## src/rtl/uart_pkg.sv

```systemverilog
// Shared encodings and defaults for the uart_tx arbiter and related blocks.
package uart_pkg;

  // Arbiter FSM encodings (2-bit, legacy-compatible)
  localparam logic [1:0] ST_IDLE      = 2'd0;
  localparam logic [1:0] ST_ISSUE     = 2'd1;
  localparam logic [1:0] ST_WAIT_ACK  = 2'd2;
  localparam logic [1:0] ST_WAIT_DONE = 2'd3;

  localparam int NUM_REQ_DEF     = 4;
  localparam int ACK_TIMEOUT_DEF = 16;

  // One byte as offered by the current owner
  typedef struct packed {
    logic [7:0] data;
    logic       last;
  } tx_byte_t;

endpackage

```

## src/rtl/rr_pick.sv

```systemverilog
// Combinational round-robin picker: first set bit of req searching upward
// from ptr, wrapping at N. Reusable for an rx-side dispatcher.
module rr_pick #(
  parameter  int N  = 4,
  localparam int IW = $clog2(N)
) (
  input  logic [N-1:0]  req,
  input  logic [IW-1:0] ptr,
  output logic [N-1:0]  win,
  output logic [IW-1:0] idx,
  output logic          any
);

  logic [IW:0] cand;

  // Walk N candidates starting at ptr; the first requester seen wins
  always_comb begin
    win  = '0;
    idx  = '0;
    any  = 1'b0;
    cand = '0;
    for (int i = 0; i < N; i++) begin
      cand = {1'b0, ptr} + (IW+1)'(i);
      if (cand >= (IW+1)'(N)) cand = cand - (IW+1)'(N);
      if (!any && req[cand[IW-1:0]]) begin
        any                 = 1'b1;
        win[cand[IW-1:0]]   = 1'b1;
        idx                 = cand[IW-1:0];
      end
    end
  end

endmodule

```

## src/rtl/uart_tx_arbiter.sv

```systemverilog
// Shares one uart_tx between NUM_REQ packet requesters. Grant is held for a
// whole packet (round-robin at packet granularity) and each byte is walked
// through the uart_tx start_write / write_avl handshake with an ack timeout.
module uart_tx_arbiter
  import uart_pkg::*;
#(
  parameter int NUM_REQ     = NUM_REQ_DEF,
  parameter int ACK_TIMEOUT = ACK_TIMEOUT_DEF
) (
  input  logic                 clk,
  input  logic                 reset,
  input  logic [NUM_REQ-1:0]   req,
  input  logic [8*NUM_REQ-1:0] req_data,
  input  logic [NUM_REQ-1:0]   req_valid,
  input  logic [NUM_REQ-1:0]   req_last,
  output logic [NUM_REQ-1:0]   req_ready,
  output logic [NUM_REQ-1:0]   grant,
  output logic                 tx_start_write,
  output logic [7:0]           tx_write_data,
  input  logic                 tx_write_avl,
  output logic                 busy,
  output logic                 pkt_done,
  output logic                 err_timeout
);

  localparam int IW = $clog2(NUM_REQ);

  logic [1:0]         state;
  logic [IW-1:0]      rr_ptr;
  logic [IW-1:0]      own;
  logic [7:0]         ack_ctr;
  logic               last_q;

  logic [NUM_REQ-1:0] pick_win;
  logic [IW-1:0]      pick_idx;
  logic               pick_any;

  logic [IW+2:0]      own_base;
  tx_byte_t           own_byte;
  logic               own_req;
  logic               own_vld;
  logic               xfer;
  logic [IW-1:0]      own_nxt;

  rr_pick #(.N(NUM_REQ)) u_pick (
    .req (req),
    .ptr (rr_ptr),
    .win (pick_win),
    .idx (pick_idx),
    .any (pick_any)
  );

  // Owner view: the selected requester's byte, flags and next rr position
  always_comb begin
    own_base      = {own, 3'b000};
    own_byte.data = req_data[own_base +: 8];
    own_byte.last = req_last[own];
    own_req       = req[own];
    own_vld       = req_valid[own];
    xfer          = (state == ST_ISSUE) && own_req && own_vld && tx_write_avl;
    own_nxt       = (own == IW'(NUM_REQ-1)) ? '0 : own + 1'b1;
  end

  // Only the owner can ever see ready, and only during an accepting ISSUE cycle
  always_comb begin
    req_ready = '0;
    if (xfer) req_ready[own] = 1'b1;
  end

  assign busy = |grant;

  // Arbitration and uart_tx handshake sequencing
  always_ff @(posedge clk) begin
    if (reset) begin
      state          <= ST_IDLE;
      grant          <= '0;
      rr_ptr         <= '0;
      own            <= '0;
      tx_start_write <= 1'b0;
      tx_write_data  <= 8'h00;
      pkt_done       <= 1'b0;
      err_timeout    <= 1'b0;
      ack_ctr        <= '0;
      last_q         <= 1'b0;
    end else begin
      tx_start_write <= 1'b0;
      pkt_done       <= 1'b0;
      case (state)
        ST_IDLE: begin
          if (pick_any) begin
            grant <= pick_win;
            own   <= pick_idx;
            state <= ST_ISSUE;
          end
        end
        ST_ISSUE: begin
          if (!own_req) begin
            // owner withdrew mid-packet: release without pkt_done
            grant  <= '0;
            rr_ptr <= own_nxt;
            state  <= ST_IDLE;
          end else if (xfer) begin
            tx_write_data  <= own_byte.data;
            tx_start_write <= 1'b1;
            last_q         <= own_byte.last;
            ack_ctr        <= '0;
            state          <= ST_WAIT_ACK;
          end
        end
        ST_WAIT_ACK: begin
          if (!tx_write_avl) begin
            state <= ST_WAIT_DONE;
          end else if (ack_ctr == 8'(ACK_TIMEOUT-1)) begin
            // transmitter never took the byte: drop rest of the packet
            err_timeout <= 1'b1;
            grant       <= '0;
            rr_ptr      <= own_nxt;
            state       <= ST_IDLE;
          end else begin
            ack_ctr <= ack_ctr + 1'b1;
          end
        end
        ST_WAIT_DONE: begin
          if (tx_write_avl) begin
            if (last_q) begin
              pkt_done <= 1'b1;
              grant    <= '0;
              rr_ptr   <= own_nxt;
              state    <= ST_IDLE;
            end else begin
              state <= ST_ISSUE;
            end
          end
        end
        default: state <= ST_IDLE;
      endcase
    end
  end

endmodule

```

## config.mk

```make
export PLATFORM = sky130hd
export DESIGN_NAME = uart_tx_arbiter
export DESIGN_NICKNAME = d
export VERILOG_FILES = /design/src/rtl/uart_pkg.sv /design/src/rtl/rr_pick.sv /design/src/rtl/uart_tx_arbiter.sv
export SDC_FILE = /design/constraint.sdc
export NUM_CORES = 1
export LEC_CHECK = 0
export ABC_CLOCK_PERIOD_IN_PS = 2390
export CAP_MARGIN = 10
export CORE_MARGIN = 1
export CORE_UTILIZATION = 25
export DETAILED_ROUTE_END_ITERATION = 8
export PLACE_DENSITY = 0.52
export SLEW_MARGIN = 30
export SYNTH_ARGS = -nofsm -noshare
export SYNTH_HDL_FRONTEND = slang
export SYNTH_SLANG_ARGS = --single-unit
export TNS_END_PERCENT = 30
```

## constraint.sdc

```tcl
create_clock -name clk -period 2.39 [get_ports clk]
set_input_delay 0.5975 -clock clk [delete_from_list [all_inputs] [get_ports clk]]
set_output_delay 0.5975 -clock clk [all_outputs]
set_load 0.02 [all_outputs]
```

==> results of run 1 <==
-- final timing paths --
| check | from | endpoint |
|---|---|---|
| worst max-delay path | req[3] | req_ready[1] |
| worst min-delay path | err_timeout | err_timeout |
| worst max register to register | rr_ptr[0] | grant[2] |
| worst min register to register | err_timeout | err_timeout |
-- worst reg2reg max path: stages, from the launching register on --
cell and delay [ns]:
dfxtp_2 0.33, inv_1 0.11, ha_4 0.33, mux4_2 0.64, nor4_4 0.26, nor3_2 0.09, nor3b_4 0.25, a22o_1 0.18
-- sequential cells by signal, summed over array words and instances, names as in the netlist --
register        flops
err_timeout         1
state               2
ack_ctr             8
pkt_done            1
rr_ptr              2
grant               4
tx_start_write      1
tx_write_data       8
last_q              1
own                 2
-- power by group through the flow --
| stage | combinational (mW) | sequential [mW] | clock, mW |
|---|---|---|---|
| after floorplan | 0.679 | 0.651 | 0 |
| after global placement | 1.09 | 0.615 | 0 |
| after detailed placement | 1.10 | 0.617 | 0 |
| after CTS | 1.13 | 0.607 | 0.436 |
| after global routing | 1.22 | 0.616 | 0.459 |
| final | 1.12 | 0.609 | 0.419 |
-- metal layers --
metal	track usage (%)	part of all wire, %
met1	16.25	48
met2	21.88	47
met3	3.171	4.4
met4	2.692	0.56
met5	0	0
-- synthesized netlist by cell type (all sizes together), types with 2 or more instances --
| library cell | n |
|---|---|
| clkbuf | 5 |
| nand4 | 5 |
| ha | 12 |
| mux2i | 11 |
| mux4 | 15 |
| nor2b | 4 |
| nor3b | 2 |
| nor3 | 4 |
| buf | 6 |
| xnor2 | 5 |
| a22o | 4 |
| nor2 | 33 |
| nand2 | 13 |
| mux2 | 3 |
| nand3 | 2 |
| a31oi | 2 |
| inv | 10 |
| and2 | 3 |
| or3 | 2 |
| a221oi | 4 |
| a2111oi | 2 |
| o21ai | 10 |
| nor4 | 3 |
| a211oi | 2 |
| nand2b | 4 |
| dfxtp | 30 |
| a21oi | 9 |
-- final cells by class --
class,count,area [sq um],share of cell area [%]
Tap cell,102,127.6,4.046
Clock buffer,7,86.33,2.737
Sequential cell,30,603.1,19.12
Clock inverter,1,5.005,0.1587
Multi-Input combinational cell,168,1448,45.89
Inverter,10,37.54,1.190
Timing Repair Buffer,90,847.1,26.85
-- through the flow --
stage               hold slack (ns)  power [mW]
global route                 0.5146       2.297
global placement             0.4644       1.710
CTS                          0.4784       2.171
floorplan                    0.4605       1.330
detailed placement           0.4642       1.722
finish                       0.4701       2.145
-- logic make-up after synthesis --
kind of cell | share of synthesized area [%]
buf+inv | 4.548
fa+ha+maj | 7.181
xor+xnor | 2.094
flops | 28.73
simple gates | 20.41
compound gates | 14.00
mux | 23.04
-- timing repair --
| item | 4_1_cts | 5_1_grt |
|---|---|---|
| endpoints found under the setup margin | 4 | 7 |
| pin swaps | 2 | 2 |
| setup buffers | 3 | 0 |
| gates resized for setup | 41 | 10 |
==> key figures, run 1 <==
Floorplanning
  – Row count: 32
  – CORE AREA: ~8000 sq um
  – Initial Util: about a quarter
  – Die W: 93.45 um
  – Full die area: 8733 sq um
  – I/O Pins: 67
  – Die height: 93.45 um

Route
  – TritonRoute pass-1 iters: 4
  – Drt wl/cell: 13.06 um
  – Antenna Nets Post-Route: 0
  – Starting DRC count in detailed routing: between 60 and 70
  – DR DRC count: 0
  – Total Wirelength: 5.328 mm
  – Routed via count: just under 2,000
  – Vias/cell: between 4 and 5

Global route
  – First-pass GRT wire length: approximately 9.0 mm
  – Tot GR Track Use: 12.80%
  – Largest net degree at the start of global routing: 23
  – Initial antenna violation count: 0
  – Congestion Overflow GR: 0
  – Vias in the first global route: between 1,500 and 2,000

Yosys
  – Synth warnings: 0
  – #FFs+latches synth: 30
  – Seq/Total Area, Yosys: 28.73%
  – Post-synth EDFFs: 0
  – Area leader, netlist: dfxtp_1
  – Mapped Area: 2091 sq um
  – Main flop type after synthesis: dfxtp_1
  – Post-synth net total: ~280
  – Avg Inst Size Synth: between 9 and 10 sq um
  – Yosys top cell area share: approximately 29%
  – Count of cell types in the netlist: between 40 and 50
  – Async S/R FF share, synth: 0%
  – Mapped Cells: 219
  – Dominant cells by area after synthesis: dfxtp_1, mux4_2, ha_1

Timing
  – Worst slew pin tran: 0.6287 ns
  – Final Hold Viols: 0
  – Final WS setup: ~0.043 ns
  – Setup TNS: 0 ns
  – Final setup fails: 0
  – Fin. max-slew vios: 0
  – Slew Limit Headroom: ~58%
  – Clock skew: roughly 0.01 ns
  – Final min period: 2.347 ns
  – Tcrit/Tclk final: a little over nine tenths
  – Fmax achieved: 426.0 MHz

Layout
  – Finished Layout Cells: between 400 and 500
  – Area Overhead vs Synth: 50.87%
  – Filler instances: 790
  – Design area: 3154 sq um
  – Final Core Density: 39.99%
  – Commonest non-fill, non-tap cells in the layout: clkdlybuf4s50_1, nor2_1, dfxtp_1, buf_4, mux4_2
  – Most common cell after layout, fill and taps aside: clkdlybuf4s50_1
  – Share of cells above drive strength 1: between 20% and 30%
  – Final net count: 364
  – N_diodes: 0

Worst setup path
  – Worst path slowest cell: mux4_2
  – CP Class: primary input to output pin
  – Reg2Reg Setup Slack: 0.17 ns
  – WP data required: ~1.8 ns
  – CP Max Fanout: 3
  – R2R depth: 7
  – Worst Path Buf+Inv: 3
  – Cell family with most CP delay: multiplexers
  – CP Depth: 6
  – CP peak stage delay: 0.49 ns
  – Crit path DAT: 1.75 ns
  – Startpoint type of the worst setup path: primary input
  – CP dominant cell by count: buf_6
  – Cell Chain, Critical Path: clkdlybuf4s15_1, mux4_2, nand4_1, buf_6, nor2_2, buf_6
  – CP endpoint kind: output pin

Clock tree
  – Num CTS Buffers: 5
  – H-tree depth: 2
  – CTS Sinks: 30
  – Skew-Pair Late Insertion Delay: around 0.28 ns
  – CTS tree: built
  – Deepest clock path buffer count: 2
  – Root buf cell: clkbuf_8
  – CTS Hold Bufs: 0
  – Clock slew at reported path FFs: about 0.06 ns

Placement
  – GPL Wtd Cong: between 0.7 and 0.8
  – Number of port buffers: 66
  – HPWL Detailed: slightly above 4 mm
  – Placed Area: 3000 sq um
  – Dpl ws: -0.5931 ns
  – Post-Place Cells: 398

Power and ir drop
  – Lkg Pwr: approximately 1.2 nW
  – Reg power frac: around 28%
  – Sw power: around 770 uW
  – Sw Ratio: between 30% and 40%
  – Part of the power in combinational logic: between 50% and 60%
  – Power Internal: roughly 1.4 mW
  – Max VDD drop: ~0.25 mV
  – Power Density: a little under 700 nW/um^2
  – Clock power share: between 10% and 20%

Outcome
  – Status: finished clean

Hold path
  – HP Class: register to register
  – Hold Crit Depth: 2

Flow run
  – Max-Cap Viols: 0
(Power assumes the default switching activity.)
==> inputs of run 2 (changes only) <==
--- a/config.mk
+++ b/config.mk
@@ -7,10 +7,12 @@
 export LEC_CHECK = 0
 export ABC_CLOCK_PERIOD_IN_PS = 2390
 export CAP_MARGIN = 10
+export CORE_ASPECT_RATIO = 1.1
 export CORE_MARGIN = 1
 export CORE_UTILIZATION = 25
+export CTS_CLUSTER_SIZE = 8
 export DETAILED_ROUTE_END_ITERATION = 8
-export PLACE_DENSITY = 0.52
+export PLACE_DENSITY_LB_ADDON = 0.08
 export SLEW_MARGIN = 30
 export SYNTH_ARGS = -nofsm -noshare
 export SYNTH_HDL_FRONTEND = slang
==> key figures, run 2 (same netlist as run 1, synthesis figures left out) <==
Outcome
  – Status: finished clean

Global route
  – Vias in the first global route: 1,988 (+1.0%)
  – First-pass GRT wire length: 9.432 mm (+4.8%)
  – Largest net degree at the start of global routing: 23 (unchanged)
  – Initial antenna violation count: 0 (unchanged)
  – Tot GR Track Use: 13.84% (+1.0 points)
  – Congestion Overflow GR: 0 (unchanged)

Layout
  – Share of cells above drive strength 1: 25.24% (+2.7 points)
  – N_diodes: 0 (unchanged)
  – Commonest non-fill, non-tap cells in the layout: clkdlybuf4s50_1, nor2_1, dfxtp_1, buf_4, mux4_2
  – Biggest regs: ack_ctr (8), tx_write_data (8), grant (4)
  – Finished Layout Cells: 417 (+2.2%)
  – Final net count: 367 (+0.82%)
  – Area Overhead vs Synth: 49.01%
  – Design area: 3115 sq um (-1.2%)
  – Most common cell after layout, fill and taps aside: clkdlybuf4s50_1

Worst setup path
  – CP endpoint kind: output pin
  – CP Max Fanout: 5 (+2)
  – Reg2Reg Setup Slack: 0.14 ns (-0.03 ns)
  – Worst setup path start: req[3]
  – Reg2reg end: grant[1]
  – R2R depth: 7 (unchanged)
  – Crit Reg-Reg Startpoint: rr_ptr[0]
  – Startpoint type of the worst setup path: primary input
  – CP Class: primary input to output pin
  – WP data required: 1.79 ns (about the same)
  – Crit path DAT: 1.73 ns (-0.02 ns)

Power and ir drop
  – Power Internal: 1.381 mW (+0.30%)
  – Reg power frac: 28.3% (about the same)
  – Clock power share: 20.2% (+0.7 points)
  – Max VDD drop: 0.4465 mV (+77%)
  – Sw Ratio: 35.98% (+0.17 points)
  – Part of the power in combinational logic: 51.5% (-0.6 points)
  – Power Density: 692.5 nW/um^2 (+1.8%)
  – Sw power: 776.2 uW (+1.0%)
  – Lkg Pwr: 1.224 nW (+0.57%)

Floorplanning
  – Die W: 89.20 um (-4.6%)
  – Die height: 97.91 um (+4.8%)
  – Row count: 34 (+6.3%)
  – Full die area: 8733 sq um (about the same)
  – Initial Util: 26.14% (-0.36 points)
  – I/O Pins: 67 (unchanged)
  – CORE AREA: 7998 sq um (+1.4%)

Clock tree
  – Clock slew at reported path FFs: 0.07 ns (about the same)
  – Num CTS Buffers: 5 (unchanged)
  – Skew-Pair Late Insertion Delay: 0.29 ns (about the same)
  – Root buf cell: clkbuf_8
  – Deepest clock path buffer count: 2 (unchanged)
  – CTS Hold Bufs: 0 (unchanged)
  – CTS tree: built
  – CTS Sinks: 30 (unchanged)
  – H-tree depth: 2 (unchanged)

Hold path
  – HP Class: register to register
  – Hold_sp: err_timeout
  – Hold Crit Depth: 2 (unchanged)
  – Worst Hold Path EP: err_timeout

Route
  – DR DRC count: 0 (unchanged)
  – Vias/cell: 4.739 (-0.85%)
  – Drt wl/cell: 13.82 um (+5.8%)
  – Starting DRC count in detailed routing: 65 (+3.2%)
  – Total Wirelength: 5.762 mm (+8.1%)
  – Routed via count: 1,976 (+1.3%)
  – TritonRoute pass-1 iters: 4 (unchanged)
  – Antenna Nets Post-Route: 0 (unchanged)

Timing
  – Fin. max-slew vios: 0 (unchanged)
  – Final Hold Viols: 0 (unchanged)
  – Slew Limit Headroom: 58.79% (+1.1 points)
  – Clock skew: 0.01041 ns (+0.0003263 ns)
  – Final min period: 2.324 ns (-0.02273 ns)
  – WHS: 0.4772 ns (+0.007059 ns)
  – Final setup fails: 0 (unchanged)
  – Tcrit/Tclk final: 97.26% (-0.95 points)
  – Worst slew pin tran: 0.6125 ns (-0.01623 ns)
  – RSZ-0062 raised after global routing: no
  – Fmax achieved: 430.2 MHz (+0.98%)

Placement
  – HPWL Detailed: 4.508 mm (+11%)
  – Placed Area: 3015 sq um (+0.50%)
  – Number of port buffers: 66 (unchanged)
  – GPL Wtd Cong: 0.7294 (-3.6%)
  – Post-Place Cells: 405 (+1.8%)

Flow run
  – Max-Cap Viols: 0 (unchanged)
==> run 2: power by group through the flow <==
stage	clock network [mW]	logic, mW	registers, mW
finish	0.435	1.11	0.611
floorplan	0	0.679	0.651
global placement	0	1.12	0.621
global route	0.476	1.22	0.620
CTS	0.455	1.13	0.613
detailed placement	0	1.11	0.620
==> run 2: metal layers <==
layer,vias up,track usage [%],routed length [um]
li1,987,-,-
met1,942,16.47,2467
met2,36,24.31,3005
met5,-,0,0
met3,11,2.959,187
met4,0,4.396,102
==> run 2: metrics by stage <==
step           setup WS (ns)  TNS, ns  power (mW)  util, %
5_1_grt             0.005163        0       2.315    38.95
3_5_place_dp         -0.6678   -9.277       1.731    37.70
6_report             0.06559        0       2.158    38.95
3_3_place_gp         -0.5992   -7.913       1.737    37.70
2_1_floorplan        0.06798        0       1.330        -
4_1_cts              0.01821        0       2.197    38.86
==> run 2: worst max-delay path by stage <==
stage	endpoint	cells past startpoint
2_1_floorplan	grant[0]	7
3_3_place_gp	req_ready[1]	5
3_5_place_dp	req_ready[3]	5
4_1_cts	req_ready[3]	6
5_1_grt	req_ready[3]	6
6_report	req_ready[3]	7
==> run 2: final cells by class <==
| type | count | area [sq um] |
|---|---|---|
| clock buffers | 6 | 82.58 |
| clock inverters | 2 | 12.51 |
| fillers | 865 | 4882 |
| inverters | 10 | 37.54 |
| multi-input cells | 168 | 1430 |
| flip-flops and latches | 30 | 605.6 |
| well taps | 108 | 135.1 |
| repair buffers | 93 | 812.0 |
==> run 2: timing repair <==
action | in CTS | in global routing
pin swaps | 2 | 0
gates resized for setup | 54 | 2
buffers inserted | 4 | 0
endpoints found under the hold margin | 0 | 0
endpoints found under the setup margin | 11 | 4
==> run 2: worst max-delay path: stages <==
cell and delay [ns]:
buf_2 0.13, mux4_2 0.49, nand4_1 0.14, buf_4 0.14, buf_6 0.09, nor2_4 0.03
buf_6 0.12
==> inputs of run 3 (changes only) <==
--- a/config.mk
+++ b/config.mk
@@ -7,7 +7,7 @@
 export LEC_CHECK = 0
 export ABC_CLOCK_PERIOD_IN_PS = 2390
 export CAP_MARGIN = 10
-export CORE_ASPECT_RATIO = 1.1
+export CORE_ASPECT_RATIO = 1.4
 export CORE_MARGIN = 1
 export CORE_UTILIZATION = 25
 export CTS_CLUSTER_SIZE = 8
==> key figures, run 3 (same netlist as run 1, synthesis figures left out) <==
Timing
  – Fin. max-slew vios: 0 (unchanged)
  – Fmax achieved: 419.8 MHz (-2.4%)
  – Final setup fails: 0 (unchanged)
  – Worst slew pin tran: 0.6402 ns (+0.02775 ns)
  – Final min period: 2.382 ns (+0.05748 ns)
  – Final WS setup: 0.008107 ns (-0.05748 ns)
  – Clock skew: 0.005920 ns (-0.004487 ns)
  – Final Hold Viols: 0 (unchanged)
  – Slew Limit Headroom: 56.92% (-1.9 points)
  – WHS: 0.4763 ns (-0.0008270 ns)
  – Setup TNS: 0 ns (unchanged)
  – Tcrit/Tclk final: 99.66% (+2.4 points)
  – RSZ-0062 raised after global routing: yes

Worst setup path
  – Startpoint type of the worst setup path: primary input
  – CP dominant cell by count: buf_4
  – Reg2Reg Setup Slack: 0.11 ns (-0.03 ns)
  – WP data required: 1.79 ns (about the same)
  – Worst path slowest cell: clkdlybuf4s50_1
  – Cell Chain, Critical Path: clkdlybuf4s50_1, nor2b_2, nand4_1, buf_4, nor2_1, buf_4
  – CP peak stage delay: 0.47 ns (-0.02 ns)
  – Crit path DAT: 1.78 ns (+0.05 ns)
  – CP Max Fanout: 3 (-2)
  – CP endpoint kind: output pin
  – CP Class: primary input to output pin

Route
  – TritonRoute pass-1 iters: 4 (unchanged)
  – Routed via count: 1,964 (-0.61%)
  – Total Wirelength: 5.953 mm (+3.3%)
  – Drt wl/cell: 14.66 um (+6.1%)
  – Vias/cell: 4.837 (+2.1%)
  – DR DRC count: 0 (unchanged)
  – Starting DRC count in detailed routing: 63 (-3.1%)
  – Antenna Nets Post-Route: 0 (unchanged)

Floorplanning
  – Full die area: 8738 sq um (about the same)
  – Initial Util: 25.66% (-0.49 points)
  – Die W: 79.29 um (-11%)
  – CORE AREA: 8149 sq um (+1.9%)
  – I/O Pins: 67 (unchanged)
  – Row count: 39 (+15%)
  – Die height: 110.2 um (+13%)

Placement
  – Placed Area: 2985 sq um (-1.0%)
  – Dpl ws: -0.7286 ns (-0.06076 ns)
  – HPWL Detailed: 4.616 mm (+2.4%)
  – Number of port buffers: 66 (unchanged)
  – Post-Place Cells: 396 (-2.2%)
  – GPL Wtd Cong: 0.7506 (+2.9%)

Layout
  – Commonest non-fill, non-tap cells in the layout: clkdlybuf4s50_1, nor2_1, dfxtp_1, buf_4, mux4_2
  – Filler instances: 829 (-4.2%)
  – Biggest regs: ack_ctr (8), tx_write_data (8), grant (4)
  – Share of cells above drive strength 1: 22.04% (-3.2 points)
  – Most common cell after layout, fill and taps aside: clkdlybuf4s50_1
  – Final net count: 362 (-1.4%)
  – Register area: 601.8 sq um (-0.62%)
  – Finished Layout Cells: 406 (-2.6%)
  – N_diodes: 0 (unchanged)
  – Final Core Density: 38.91% (-0.048 points)
  – Multi-input logic area: 1428 sq um (-0.17%)
  – Area Overhead vs Synth: 51.65%
  – Design area: 3171 sq um (+1.8%)

Clock tree
  – Deepest clock path buffer count: 2 (unchanged)
  – H-tree depth: 2 (unchanged)
  – CTS Sinks: 30 (unchanged)
  – CTS Hold Bufs: 0 (unchanged)
  – CTS tree: built
  – Num CTS Buffers: 5 (unchanged)
  – Clock slew at reported path FFs: 0.05 ns (-0.02 ns)
  – Root buf cell: clkbuf_16
  – Skew-Pair Late Insertion Delay: 0.27 ns (-0.02 ns)

Power and ir drop
  – Max VDD drop: 0.3290 mV (-26%)
  – Power Density: 761.2 nW/um^2 (+9.9%)
  – Lkg Pwr: 1.235 nW (+0.87%)
  – Tot Pwr: 2.413 mW (+12%)

Hold path
  – HP Class: register to register

Global route
  – Largest net degree at the start of global routing: 23 (unchanged)
  – Vias in the first global route: 1,928 (-3.0%)
  – Tot GR Track Use: 14.18% (+0.34 points)
  – First-pass GRT wire length: 9.515 mm (+0.88%)
  – Initial antenna violation count: 0 (unchanged)
  – Congestion Overflow GR: 0 (unchanged)

Flow run
  – Max-Cap Viols: 0 (unchanged)

Outcome
  – Status: finished clean
## run 3: cell types whose count changed in the layout (fill, tap and decap cells not counted), sizes merged
| cell | previous run | this run |
|---|---|---|
| clkdlybuf4s50 | 53 | 54 |
| buf | 39 | 26 |
| dlygate4sd2 | 1 | 5 |
| clkdlybuf4s15 | 0 | 3 |
| clkinvlp | 1 | 0 |
| bufinv | 0 | 1 |
| clkinv | 1 | 2 |
| clkbuf | 6 | 5 |
## run 3: what timing repair did
item	in CTS	in global routing
setup endpoints to repair	14	9
gates resized for setup	34	4
pin swaps	2	0
buffers inserted	3	0
gates cloned	0	0
## run 3: path summary, 6_finish.rpt
kind | from | to | cells after the start
setup / recovery | tx_write_avl | req_ready[0] | 6
hold / removal | err_timeout | err_timeout | 2
setup reg to reg | rr_ptr[0] | own[1] | 7
hold reg to reg | err_timeout | err_timeout | 2
## run 3: metal layers
layer	track usage (%)	share of wire [%]
met2	26.23	57
met3	2.469	2.5
met4	4.675	1.4
met5	0	0
met1	16.31	39
## run 3: layout make-up
type | instances | area share (%)
sequential | 30 | 18.98
clock buffer | 5 | 3.946
timing repair buffer | 88 | 25.57
inverter | 10 | 1.184
tap | 102 | 4.025
multi-input combinational | 168 | 45.03
clock inverter | 3 | 1.263
## run 3: worst max-delay path, delay by kind of cell
| family | cells | cell delay, ns |
|---|---|---|
| buffers and inverters | 3 | 0.78 |
| and+or+nand+nor | 3 | 0.40 |
## run 3: power breakdown
part | switching [mW] | total, mW | internal [mW]
clock network | 0.225 | 0.712 | 0.487
logic | 0.526 | 1.10 | 0.572
registers | 0.0453 | 0.603 | 0.558
